<file path="config.mk">
export PLATFORM = sky130hd
export DESIGN_NAME = mux_alu_stage
export DESIGN_NICKNAME = d
export VERILOG_FILES = /design/src/rtl/mux_alu_pkg.sv /design/src/rtl/alu_out_fifo.sv /design/src/rtl/mux_alu_stage.sv
export SDC_FILE = /design/constraint.sdc
export NUM_CORES = 1
export LEC_CHECK = 0
export CORE_ASPECT_RATIO = 0.75
export CORE_UTILIZATION = 26
export CTS_CLUSTER_SIZE = 20
export DETAILED_ROUTE_END_ITERATION = 10
export PLACE_DENSITY = 0.45
export SYNTH_ARGS = -nofsm -noshare
export SYNTH_HDL_FRONTEND = slang
export SYNTH_SLANG_ARGS = --single-unit
</file>
<file path="constraint.sdc">
create_clock -name clk -period 3.4 [get_ports clk]
set_clock_uncertainty 0.15 [all_clocks]
set_input_delay 0.68 -clock clk [delete_from_list [all_inputs] [get_ports clk]]
set_output_delay 0.68 -clock clk [all_outputs]
set_load 0.01 [all_outputs]
</file>
<file path="src/rtl/mux_alu_pkg.sv">
// Shared types for the mux ALU stage: opcode enum, default sizes, result record.
// The ALU_SAT_EN build option is handled in mux_alu_stage.
package mux_alu_pkg;

  localparam int ALU_WIDTH = 8;
  localparam int ALU_DEPTH = 2;

  typedef enum logic [2:0] {
    OP_PASS = 3'd0,
    OP_ADD  = 3'd1,
    OP_SUB  = 3'd2,
    OP_AND  = 3'd3,
    OP_OR   = 3'd4,
    OP_XOR  = 3'd5,
    OP_LOAD = 3'd6,
    OP_CLR  = 3'd7
  } alu_op_e;

  typedef struct packed {
    logic [ALU_WIDTH-1:0] data;
    logic                 carry;
    logic                 zero;
  } alu_res_t;

endpackage

</file>
<file path="src/rtl/alu_out_fifo.sv">
// Small result buffer with push/pop, occupancy count and full/empty flags.
// Storage is cleared on reset so the head reads as zero while empty after reset.
module alu_out_fifo
  import mux_alu_pkg::*;
#(
  parameter int  DEPTH  = ALU_DEPTH,
  parameter type item_t = alu_res_t
) (
  input  logic                       clk,
  input  logic                       rst,
  input  logic                       push,
  input  logic                       pop,
  input  item_t                      wr_item,
  output item_t                      head,
  output logic [$clog2(DEPTH+1)-1:0] count,
  output logic                       full,
  output logic                       empty
);

  localparam int PW = (DEPTH > 1) ? $clog2(DEPTH) : 1;
  localparam int CW = $clog2(DEPTH + 1);

  item_t          mem [DEPTH];
  logic [PW-1:0]  wr_ptr;
  logic [PW-1:0]  rd_ptr;

  function automatic logic [PW-1:0] next_ptr(input logic [PW-1:0] p);
    return (p == PW'(DEPTH - 1)) ? '0 : p + 1'b1;
  endfunction

  always_ff @(posedge clk or posedge rst) begin
    if (rst) begin
      for (int i = 0; i < DEPTH; i++) mem[i] <= '0;
      wr_ptr <= '0;
      rd_ptr <= '0;
      count  <= '0;
    end else begin
      if (push) begin
        mem[wr_ptr] <= wr_item;
        wr_ptr      <= next_ptr(wr_ptr);
      end
      if (pop) rd_ptr <= next_ptr(rd_ptr);
      case ({push, pop})
        2'b10:   count <= count + 1'b1;
        2'b01:   count <= count - 1'b1;
        default: count <= count;
      endcase
    end
  end

  assign head  = mem[rd_ptr];
  assign full  = (count == CW'(DEPTH));
  assign empty = (count == '0);

  a_no_pop_empty: assert property (@(posedge clk) disable iff (rst) !(pop && empty));

endmodule

</file>
<file path="src/rtl/mux_alu_stage.sv">
// Accumulator ALU stage behind the 4:1 operand mux, with a buffered valid/ready output.
// Define ALU_SAT_EN to clamp ADD/SUB results instead of wrapping.
module mux_alu_stage
  import mux_alu_pkg::*;
#(
  parameter int WIDTH = ALU_WIDTH,
  parameter int DEPTH = ALU_DEPTH
) (
  input  logic             clk,
  input  logic             rst,
  input  logic             in_valid,
  output logic             in_ready,
  input  logic [WIDTH-1:0] in_data,
  input  logic [2:0]       in_op,
  output logic             out_valid,
  input  logic             out_ready,
  output logic [WIDTH-1:0] out_data,
  output logic             out_carry,
  output logic             out_zero,
  output logic [WIDTH-1:0] acc
);

  localparam int CW = $clog2(DEPTH + 1);

  typedef struct packed {
    logic [WIDTH-1:0] data;
    logic             carry;
    logic             zero;
  } res_t;

  alu_op_e        op;
  res_t           res;
  res_t           head;
  logic [WIDTH:0] sum;
  logic [WIDTH:0] diff;
  logic [CW-1:0]  count;
  logic           full;
  logic           empty;
  logic           push;
  logic           pop;

  assign op       = alu_op_e'(in_op);
  // Registered count only: consumer ready never reaches in_ready combinationally.
  assign in_ready = !rst && (count < CW'(DEPTH));
  assign push     = in_valid && in_ready;
  assign pop      = out_valid && out_ready;

  always_comb begin
    sum  = {1'b0, acc} + {1'b0, in_data};
    diff = {1'b0, acc} - {1'b0, in_data};
    res  = '0;
    case (op)
      OP_PASS: res.data = in_data;
      OP_ADD: begin
        res.carry = sum[WIDTH];
`ifdef ALU_SAT_EN
        res.data  = sum[WIDTH] ? '1 : sum[WIDTH-1:0];
`else
        res.data  = sum[WIDTH-1:0];
`endif
      end
      OP_SUB: begin
        res.carry = diff[WIDTH];
`ifdef ALU_SAT_EN
        res.data  = diff[WIDTH] ? '0 : diff[WIDTH-1:0];
`else
        res.data  = diff[WIDTH-1:0];
`endif
      end
      OP_AND:  res.data = acc & in_data;
      OP_OR:   res.data = acc | in_data;
      OP_XOR:  res.data = acc ^ in_data;
      OP_LOAD: res.data = in_data;
      OP_CLR:  res.data = '0;
      default: res.data = '0;
    endcase
    res.zero = (res.data == '0);
  end

  always_ff @(posedge clk or posedge rst) begin
    if (rst) begin
      acc <= '0;
    end else if (push && (op != OP_PASS)) begin
      acc <= res.data;
    end
  end

  alu_out_fifo #(
    .DEPTH  (DEPTH),
    .item_t (res_t)
  ) u_fifo (
    .clk     (clk),
    .rst     (rst),
    .push    (push),
    .pop     (pop),
    .wr_item (res),
    .head    (head),
    .count   (count),
    .full    (full),
    .empty   (empty)
  );

  assign out_valid = !empty;
  assign out_data  = head.data;
  assign out_carry = head.carry;
  assign out_zero  = head.zero;

  a_no_push_full: assert property (@(posedge clk) disable iff (rst) !(push && full));

endmodule

</file>
==> results of run 1 <==
[layout by cell type (no fill, tap or decap), types with 3 or more instances in the layout]
cell / count
or2_2: 3
clkbuf_16: 5
a21oi_1: 8
o21ai_0: 36
dfrtp_1: 32
nand2_1: 39
mux2i_1: 4
xor2_1: 4
a221oi_2: 3
buf_4: 53
nor2_1: 10
o211ai_1: 3
mux2_2: 12
clkdlybuf4s50_1: 31
a22o_1: 4
o21a_1: 3
o31ai_1: 3
o22ai_1: 4
nand3_1: 6
dlymetal6s2s_1: 3
a21o_1: 3
inv_1: 22
xnor2_1: 4
ha_1: 22
a22oi_1: 4
[cells by family after synthesis]
group	count (synthesis)	share of synthesized area [%]
XOR/XNOR	8	2.67
buffers and inverters	41	7.78
flip-flops	32	30.6
adder cells (fa/ha/maj)	27	13.5
AND/OR/NAND/NOR	80	14.6
multiplexers	16	6.69
AO/OA/AOI/OAI	94	24.3
[per-stage QoR]
stage          setup WS (ns)  total power [mW]  cell area (um2)  utilization, %
2_1_floorplan          0.326              1.54             2620               -
3_3_place_gp          -0.266              2.30             3420            35.2
3_5_place_dp          -0.403              2.31             3420            35.2
5_1_grt             -0.00949              3.12             3710            38.1
4_1_cts              0.00964              2.80             3610            37.1
6_report               0.118              2.87             3710            38.1
[layer usage]
layer | GRT usage (%) | part of all wire, % | routed length [um] | vias to the layer above
li1 | - | - | - | 1230
met4 | 2.91 | 0.70 | 52 | 0
met2 | 24.0 | 43 | 3220 | 33
met3 | 2.61 | 2.7 | 204 | 6
met1 | 21.3 | 53 | 3950 | 1158
met5 | 0 | 0 | 0 | -
[worst min-delay path by stage]
stage / start / slack [ns] / endpoint
floorplan: u_fifo.mem[0] / 0.29 / u_fifo.mem[0]
global placement: u_fifo.mem[8] / 0.31 / u_fifo.mem[8]
detailed placement: u_fifo.mem[0] / 0.31 / u_fifo.mem[0]
CTS: u_fifo.mem[0] / 0.32 / u_fifo.mem[0]
global route: u_fifo.mem[7] / 0.35 / u_fifo.mem[7]
finish: u_fifo.mem[14] / 0.32 / u_fifo.mem[14]
[state kept, by name, summed over array words and instances, names as in the netlist]
name and count:
u_fifo.mem 20, u_fifo.rd_ptr 1, u_fifo.wr_ptr 1, u_fifo.count 2, acc 8
[final cells by class]
cell class	instances	share of cell area, %
Clock buffer	6	3.75
Clock inverter	2	0.270
Inverter	25	2.73
Multi-Input combinational cell	225	46.0
Sequential cell	32	21.6
Tap cell	132	4.45
Timing Repair Buffer	89	21.2
[tightest hold or removal path, delay by kind of cell (launching register included)]
family          cells  cell delay [ns]
compound gates      1             0.06
flops               1             0.33
simple gates        1             0.05
[power breakdown]
group          internal [mW]  total, mW  switching (mW)
sequential             0.552      0.714           0.162
clock                  0.288      0.449           0.161
combinational          0.938       1.70           0.767
total                   1.78       2.87            1.09
[what timing repair did]
item / 4_1_cts / 5_1_grt
cloned: 0 / 0
hold buffers: 0 / 0
hold endpoints to repair: 0 / 0
endpoints found under the setup margin: 2 / 5
pin swaps: 1 / 9
gates resized for setup: 5 / 16
setup buffers: 2 / 3
==> results.yml, run 1 <==
status:
  status: "complete, no violations"
worst_hold_path:
  hold_path_class: "reg -> reg"
  hold_depth: 2
logic_synthesis:
  synthDistinctLibCells: 60
  synthCells: 298
  synth_top_cell_by_area: "dfrtp_1"
  synth_most_common_cell: "nand2_1"
  ys_top_cells_by_area: "dfrtp_1 31%, ha_1 12%, o21ai_0 6.9%, nand2_1 5.6%, mux2_2 5.2%"
  seq_area_frac_synth_pct: 30.6
  yosys_warnings: 0
  synth.cell_area_um2: 2620
  synthFlopType: "dfrtp_1"
  syn_avg_cell_area_um2: 8.79
  syn_nets: 340
  synth_edf_count: 0
  async_flop_share_pct: 100
  synth-seq-cells: 32
  synth.top_cells.by_count: "39 x nand2_1, 36 x o21ai_0, 32 x dfrtp_1"
  synth_top_area_share_pct: 30.6
sta:
  relSlewSlack_pct: 50.8
  finalCritPeriodShare_pct: 96.5
  final-setup-viol-count: 0
  hold_slack_ns: 0.322
  fin_crit_ns: 3.28
  fmax_mhz: 305
  fin_tns_setup_ns: 0
  hold_violations: 0
  drv_slew: 0
  worstMarginPinSlew_ns: 0.736
placed_design:
  place_congestion: 0.812
  place_inst: 498
  dp_hpwl_um: 5660
  portBuffers: 34
die:
  start_util_pct: 26.9
  core_area_um2: 9740
  ioPinCount: 35
  die_area_um2: 10500
  die_y_um: 88.9
  die_width_um: 118
  std_cell_rows: 31
worst_setup_path:
  critPathMaxFanout: 7
  cp_slowest_cell: "clkdlybuf4s50_1"
  arrival_ns: 3.31
  crit_path_frequent_cell: "buf_4"
  worstReg2RegStart: "acc[0]"
  path_cells: "clkdlybuf4s50_1 -> inv_1 -> ha_4 -> buf_4 -> a31oi_2 -> o31a_1 -> buf_4 -> o22ai_1 -> o2bb2a_2 -> or4b_4 -> o41ai_2"
  endpoint: "u_fifo.mem[10]"
  critPathMaxStageDelay_ns: 0.48
  cp-start-kind: "primary input"
  end_kind: "flip-flop"
  crit_cells: 11
  crit_required_ns: 3.42
  crit_buf_inv: 4
  cpLargestDelayFamily: "compound AO/OA/AOI/OAI gates"
  r2r.worst_path.cells: 10
  reg2reg_to: "u_fifo.mem[10]"
  path_class: "in -> reg"
  critPathLaunch: "in_data[3]"
  r2r_slack_ns: 0.32
power:
  power_leakage_nw: 1.72
  power_density_nw_per_um2: 773
  peakVddDrop_mv: 0.368
global_route:
  grt_max_degree: 33
  grt.overflow.total: 0
  antenna_found_initial: 0
  grt_pass1_wl_um: 12200
  grt_usage_pct: 15.0
  grt_pass1_vias: 2368
finish:
  fin_nets: 420
  syn_to_final_growth_pct: 41.5
  instances_no_fill: 511
  multi_input_area_um2: 1710
  drive_above_1_share_pct: 26.4
  fillCellCount: 1016
  diodes: 0
  ff_latch_area_um2: 801
route:
  vias: 2427
  final_antenna_net_count: 0
  avgRoutedWirePerCell_um: 14.5
  first_pass_iters: 4
  drt_iter0_drc: 106
  remaining_drc_errors: 0
  routed_wl_um: 7420
  routed_via_density: 4.75
clock_network:
  cts_tree: "yes"
  clkTransAtPathRegs_ns: 0.05
  cts_buffer_depth: 2
  clk_latency_ns: 0.28
  cts_max_level: 2
  cts-root-buf: "clkbuf_16"
  clock_sinks: 32
  cts_buffers: 5
job:
  cap_violations: 0
Power figures use the tool's default switching activity.
==> run 2, diff against run 1 <==
==> constraint.sdc (replaced) <==
create_clock -name clk -period 3.4 [get_ports clk]
set_clock_uncertainty 0.15 [all_clocks]
set_input_delay 0.51 -clock clk [delete_from_list [all_inputs] [get_ports clk]]
set_output_delay 0.51 -clock clk [all_outputs]
set_load 0.01 [all_outputs]
==> run 2 against run 1 <==
  * Critical path depth decreased by 1
  * Core utilization decreased by 1.6 points
  * Flip-flop and latch count unchanged
  * Wire length decreased by 2.2%
  * Die area unchanged
  * First-iteration DRC count decreased by 5.7%
  * Critical path type unchanged
  * Critical endpoint unchanged
  * Largest cell class unchanged
==> results.yml, run 2 (synthesis results as in run 1) <==
die:
  die_area_um2: 10500
  ioPinCount: 35
  die_width_um: 118
  std_cell_rows: 31
  core_area_um2: 9740
  die_y_um: 88.9
  start_util_pct: 26.9
route:
  avgRoutedWirePerCell_um: 14.6
  vias: 2363
  drt_iter0_drc: 100
  final_antenna_net_count: 0
  remaining_drc_errors: 0
  routed_via_density: 4.74
  routed_wl_um: 7250
  first_pass_iters: 4
global_route:
  grt.overflow.total: 0
  grt_max_degree: 33
  antenna_found_initial: 0
  grt_usage_pct: 14.5
  grt_pass1_wl_um: 11800
  grt_pass1_vias: 2324
sta:
  rsz0062_at_grt: "no"
  fin_ws_ns: 0.118
  hold_violations: 0
  fmax_mhz: 305
  drv_slew: 0
  final-setup-viol-count: 0
  finalCritPeriodShare_pct: 96.5
  relSlewSlack_pct: 48.5
  fin_crit_ns: 3.28
  worstMarginPinSlew_ns: 0.771
finish:
  ff_latch_area_um2: 801
  multi_input_area_um2: 1640
  top_register: "u_fifo.mem"
  instances_no_fill: 498
  fillCellCount: 1005
  final_common_cell: "buf_4"
  final_cell_mix: "41 x buf_4, 39 x nand2_1, 36 x o21ai_0, 34 x clkdlybuf4s50_1, 32 x dfrtp_1"
  drive_above_1_share_pct: 21.0
  syn_to_final_growth_pct: 35.6
  largest_reg_flops: 20
  fin_nets: 408
  diodes: 0
  largestRegisters: "u_fifo.mem (20), acc (8), u_fifo.count (2)"
placed_design:
  place_inst: 489
  dp_hpwl_um: 5610
  place_ws_ns: -0.175
  portBuffers: 34
  place_congestion: 0.799
status:
  status: "complete, no violations"
worst_setup_path:
  cpLargestDelayFamily: "compound AO/OA/AOI/OAI gates"
  cp-start-kind: "primary input"
  cp_slowest_cell: "or4b_4"
  crit_buf_inv: 1
  r2r.worst_path.cells: 10
  arrival_ns: 3.30
  path_class: "in -> reg"
  critPathMaxStageDelay_ns: 0.47
  end_kind: "flip-flop"
  crit_cells: 10
  path_cells: "clkdlybuf4s50_1 -> ha_1 -> fa_2 -> nor3_1 -> nor3_2 -> o31ai_2 -> a22oi_1 -> o2bb2a_1 -> or4b_4 -> o41ai_1"
  critPathMaxFanout: 3
  crit_required_ns: 3.42
clock_network:
  cts_buffer_depth: 2
  cts-root-buf: "clkbuf_16"
  clock_sinks: 32
  cts_tree: "yes"
  hold_buffers: 0
  clk_latency_ns: 0.27
  cts_buffers: 5
  cts_max_level: 2
  clkTransAtPathRegs_ns: 0.05
power:
  power_density_nw_per_um2: 773
  peakVddDrop_mv: 0.233
  power_leakage_nw: 1.62
worst_hold_path:
  hold_path_class: "reg -> reg"
  hold_depth: 2
job:
  cap_violations: 0
==> run 2: final cells by class <==
class	instances	share of cell area, %
Sequential cell	32	22.5
Inverter	25	2.85
Tap cell	132	4.65
Multi-Input combinational cell	225	46.3
Timing Repair Buffer	77	19.4
Clock buffer	7	4.30
==> run 2: per-layer routing <==
layer	vias up	global-route usage [%]	routed length [um]	share of wire (%)
met2	48	23.0	3140	43
li1	1199	-	-	-
met1	1112	20.5	3750	52
met5	-	0	0	0
met4	0	2.68	50	0.69
met3	4	3.06	312	4.3
==> run 2: where the power goes <==
part           switching, mW  total (mW)  internal [mW]
Sequential             0.163       0.715          0.552
Clock                  0.148       0.455          0.307
Combinational          0.720        1.58          0.856
==> run 2: path summary, 6_finish.rpt <==
path / from / endpoint / slack (ns)
max in group asynchronous: rst / acc[0] / 2.29
worst min-delay path: u_fifo.mem[2] / u_fifo.mem[2] / 0.32
worst min register to register: u_fifo.mem[2] / u_fifo.mem[2] / 0.32
worst max-delay path: in_data[0] / u_fifo.mem[10] / 0.12
worst max register to register: acc[0] / u_fifo.mem[10] / 0.37
min in group asynchronous: rst / u_fifo.mem[17] / 0.52
==> run 2: timing repair <==
item,4_1_cts,5_1_grt
gates resized for setup,0,6
setup buffers,0,2
endpoints found under the setup margin,0,2
==> run 2: per-stage QoR <==
stage / hold WS, ns / cell area [um2] / power [mW] / setup TNS (ns) / util [%]
6_report: 0.323 / 3550 / 2.75 / 0 / 36.5
3_5_place_dp: 0.315 / 3360 / 2.26 / -0.318 / 34.5
3_3_place_gp: 0.307 / 3360 / 2.25 / -0.176 / 34.5
4_1_cts: 0.327 / 3510 / 2.73 / 0 / 36.0
2_1_floorplan: 0.288 / 2620 / 1.54 / 0 / -
5_1_grt: 0.345 / 3550 / 2.99 / 0 / 36.5
==> run 2: tightest hold or removal path, cell delays in order (launching register included) <==
cell and delay (ns):
dfrtp_1 0.33, nand2_1 0.04, o21ai_0 0.06
==> run 3, diff against run 2 <==
--- a/config.mk
+++ b/config.mk
@@ -9,7 +9,9 @@
 export CORE_UTILIZATION = 26
 export CTS_CLUSTER_SIZE = 20
 export DETAILED_ROUTE_END_ITERATION = 10
-export PLACE_DENSITY = 0.45
+export MAX_ROUTING_LAYER = met4
+export PLACE_DENSITY = 0.46
+export SLEW_MARGIN = 20
 export SYNTH_ARGS = -nofsm -noshare
 export SYNTH_HDL_FRONTEND = slang
 export SYNTH_SLANG_ARGS = --single-unit
==> constraint.sdc (replaced) <==
create_clock -name clk -period 2.8 [get_ports clk]
set_clock_uncertainty 0.15 [all_clocks]
set_input_delay 0.42 -clock clk [delete_from_list [all_inputs] [get_ports clk]]
set_output_delay 0.42 -clock clk [all_outputs]
set_load 0.01 [all_outputs]
==> run 3 against run 2 <==
  * First-iteration DRC count grew 75%
  * Count of clock-buffer cells in the layout grew 1
  * Sequential power grew 14%
  * Critical endpoint is now u_fifo.mem[0]
==> results.yml, run 3 (synthesis results as in run 1) <==
die:
  die_area_um2: 10500
  std_cell_rows: 31
  ioPinCount: 35
  die_y_um: 88.9
  start_util_pct: 26.9
  die_width_um: 118
  core_area_um2: 9740
route:
  vias: 2538
  drt_iter0_drc: 175
  remaining_drc_errors: 0
  first_pass_iters: 4
  final_antenna_net_count: 0
  avgRoutedWirePerCell_um: 14.1
  routed_via_density: 4.61
  routed_wl_um: 7770
finish:
  largestRegisters: "u_fifo.mem (20), acc (8), u_fifo.count (2)"
  top_register: "u_fifo.mem"
  drive_above_1_share_pct: 36.8
  final_cell_mix: "93 x buf_4, 39 x nand2_1, 35 x o21ai_0, 32 x dfrtp_1, 28 x clkdlybuf4s50_1"
  fin_util_pct: 42.0
  final_common_cell: "buf_4"
  instances_no_fill: 551
  largest_reg_flops: 20
  diodes: 0
  fin_nets: 460
  syn_to_final_growth_pct: 56.0
sta:
  finalCritPeriodShare_pct: 99.3
  hold_slack_ns: 0.321
  relSlewSlack_pct: 64.8
  fin_crit_ns: 2.78
  hold_violations: 0
  fmax_mhz: 360
  drv_slew: 0
  rsz0062_at_grt: "yes"
  worstMarginPinSlew_ns: 0.528
  final-setup-viol-count: 0
global_route:
  grt_pass1_wl_um: 12500
  grt_max_degree: 33
  grt_pass1_vias: 2465
  antenna_found_initial: 0
  grt.overflow.total: 0
  grt_usage_pct: 15.8
job:
  cap_violations: 0
power:
  switching_share_pct: 37.2
  power_leakage_nw: 1.90
  power_density_nw_per_um2: 920
  pwr-share-seq_pct: 21.7
  power_frac_comb_pct: 63.7
  p_sw_mw: 1.40
  p_int_mw: 2.36
  peakVddDrop_mv: 0.373
  pwr-share-clk_pct: 14.6
placed_design:
  dp_hpwl_um: 6140
  place_inst: 537
  place_congestion: 0.828
  portBuffers: 34
clock_network:
  clkTransAtPathRegs_ns: 0.05
  cts-root-buf: "clkbuf_16"
  clk_latency_ns: 0.28
  cts_buffer_depth: 2
  clock_sinks: 32
  cts_max_level: 2
  hold_buffers: 0
  cts_tree: "yes"
  cts_buffers: 5
worst_setup_path:
  critPathMaxFanout: 2
  cp_slowest_cell: "or4b_4"
  critPathMaxStageDelay_ns: 0.55
  cp-start-kind: "flip-flop"
  worstReg2RegStart: "acc[0]"
  crit_path_frequent_cell: "o21ai_0"
  cpLargestDelayFamily: "simple AND/OR/NAND/NOR gates"
  critPathLaunch: "acc[0]"
  crit_buf_inv: 2
  arrival_ns: 2.81
  path_cells: "inv_2 -> ha_4 -> fa_2 -> nor3_4 -> nor3_2 -> buf_4 -> o21ai_0 -> o21ai_0 -> and3_1 -> or4b_4 -> o41ai_2"
  crit_required_ns: 2.83
  end_kind: "flip-flop"
  path_class: "reg -> reg"
status:
  status: "complete, no violations"
worst_hold_path:
  hold_path_class: "reg -> reg"
  hp-start: "u_fifo.mem[3]"
-- run 3: per-stage QoR --
step | instance area [um2] | worst slack, ns | power, mW | TNS (ns)
detailed placement | 3710 | -0.640 | 2.98 | -4.45
CTS | 3980 | -0.148 | 3.67 | -0.156
floorplan | 2620 | -0.0118 | 1.88 | -0.0235
global placement | 3710 | -0.539 | 2.96 | -4.14
global route | 4090 | -0.0631 | 4.07 | -0.0964
finish | 4090 | 0.0203 | 3.76 | 0
-- run 3: worst paths after layout --
check	end	slack, ns	cells past startpoint
hold reg to reg	u_fifo.mem[3]	0.32	2
hold / removal	u_fifo.mem[3]	0.32	2
min in group asynchronous	u_fifo.rd_ptr	0.41	3
max in group asynchronous	u_fifo.mem[16]	1.79	3
setup reg to reg	u_fifo.mem[0]	0.02	11
setup / recovery	u_fifo.mem[0]	0.02	11
-- run 3: cell type report --
class	count	area, um2
clock buffers	8	146
fillers	987	5650
inverters	25	101
multi-input cells	225	1800
flip-flops and latches	32	801
well taps	132	165
repair buffers	129	1070
-- run 3: tightest hold or removal path, cell delays in order, from the launching register on --
cell and delay (ns):
dfrtp_1 0.33, nand2_1 0.04, o21ai_0 0.06
-- run 3: power by group through the flow --
stage / clock network, mW / logic [mW] / registers (mW)
6_report: 0.547 / 2.40 / 0.817
5_1_grt: 0.578 / 2.64 / 0.848
3_5_place_dp: 0 / 2.15 / 0.825
2_1_floorplan: 0 / 1.05 / 0.822
4_1_cts: 0.557 / 2.29 / 0.820
3_3_place_gp: 0 / 2.14 / 0.820
-- run 3: what timing repair did --
item,in CTS,in global routing
setup endpoints to repair,5,8
gates resized for setup,25,19
pin swaps,11,11
setup buffers,5,1
-- run 3: routing by layer --
metal,share of wire [%],vias up,wire (um),global-route usage [%]
met1,52,1188,4070,21.2
met4,0.62,0,48,3.15
li1,-,1305,-,-
met3,2.8,4,215,2.61
met5,0,-,0,-
met2,44,41,3440,25.1
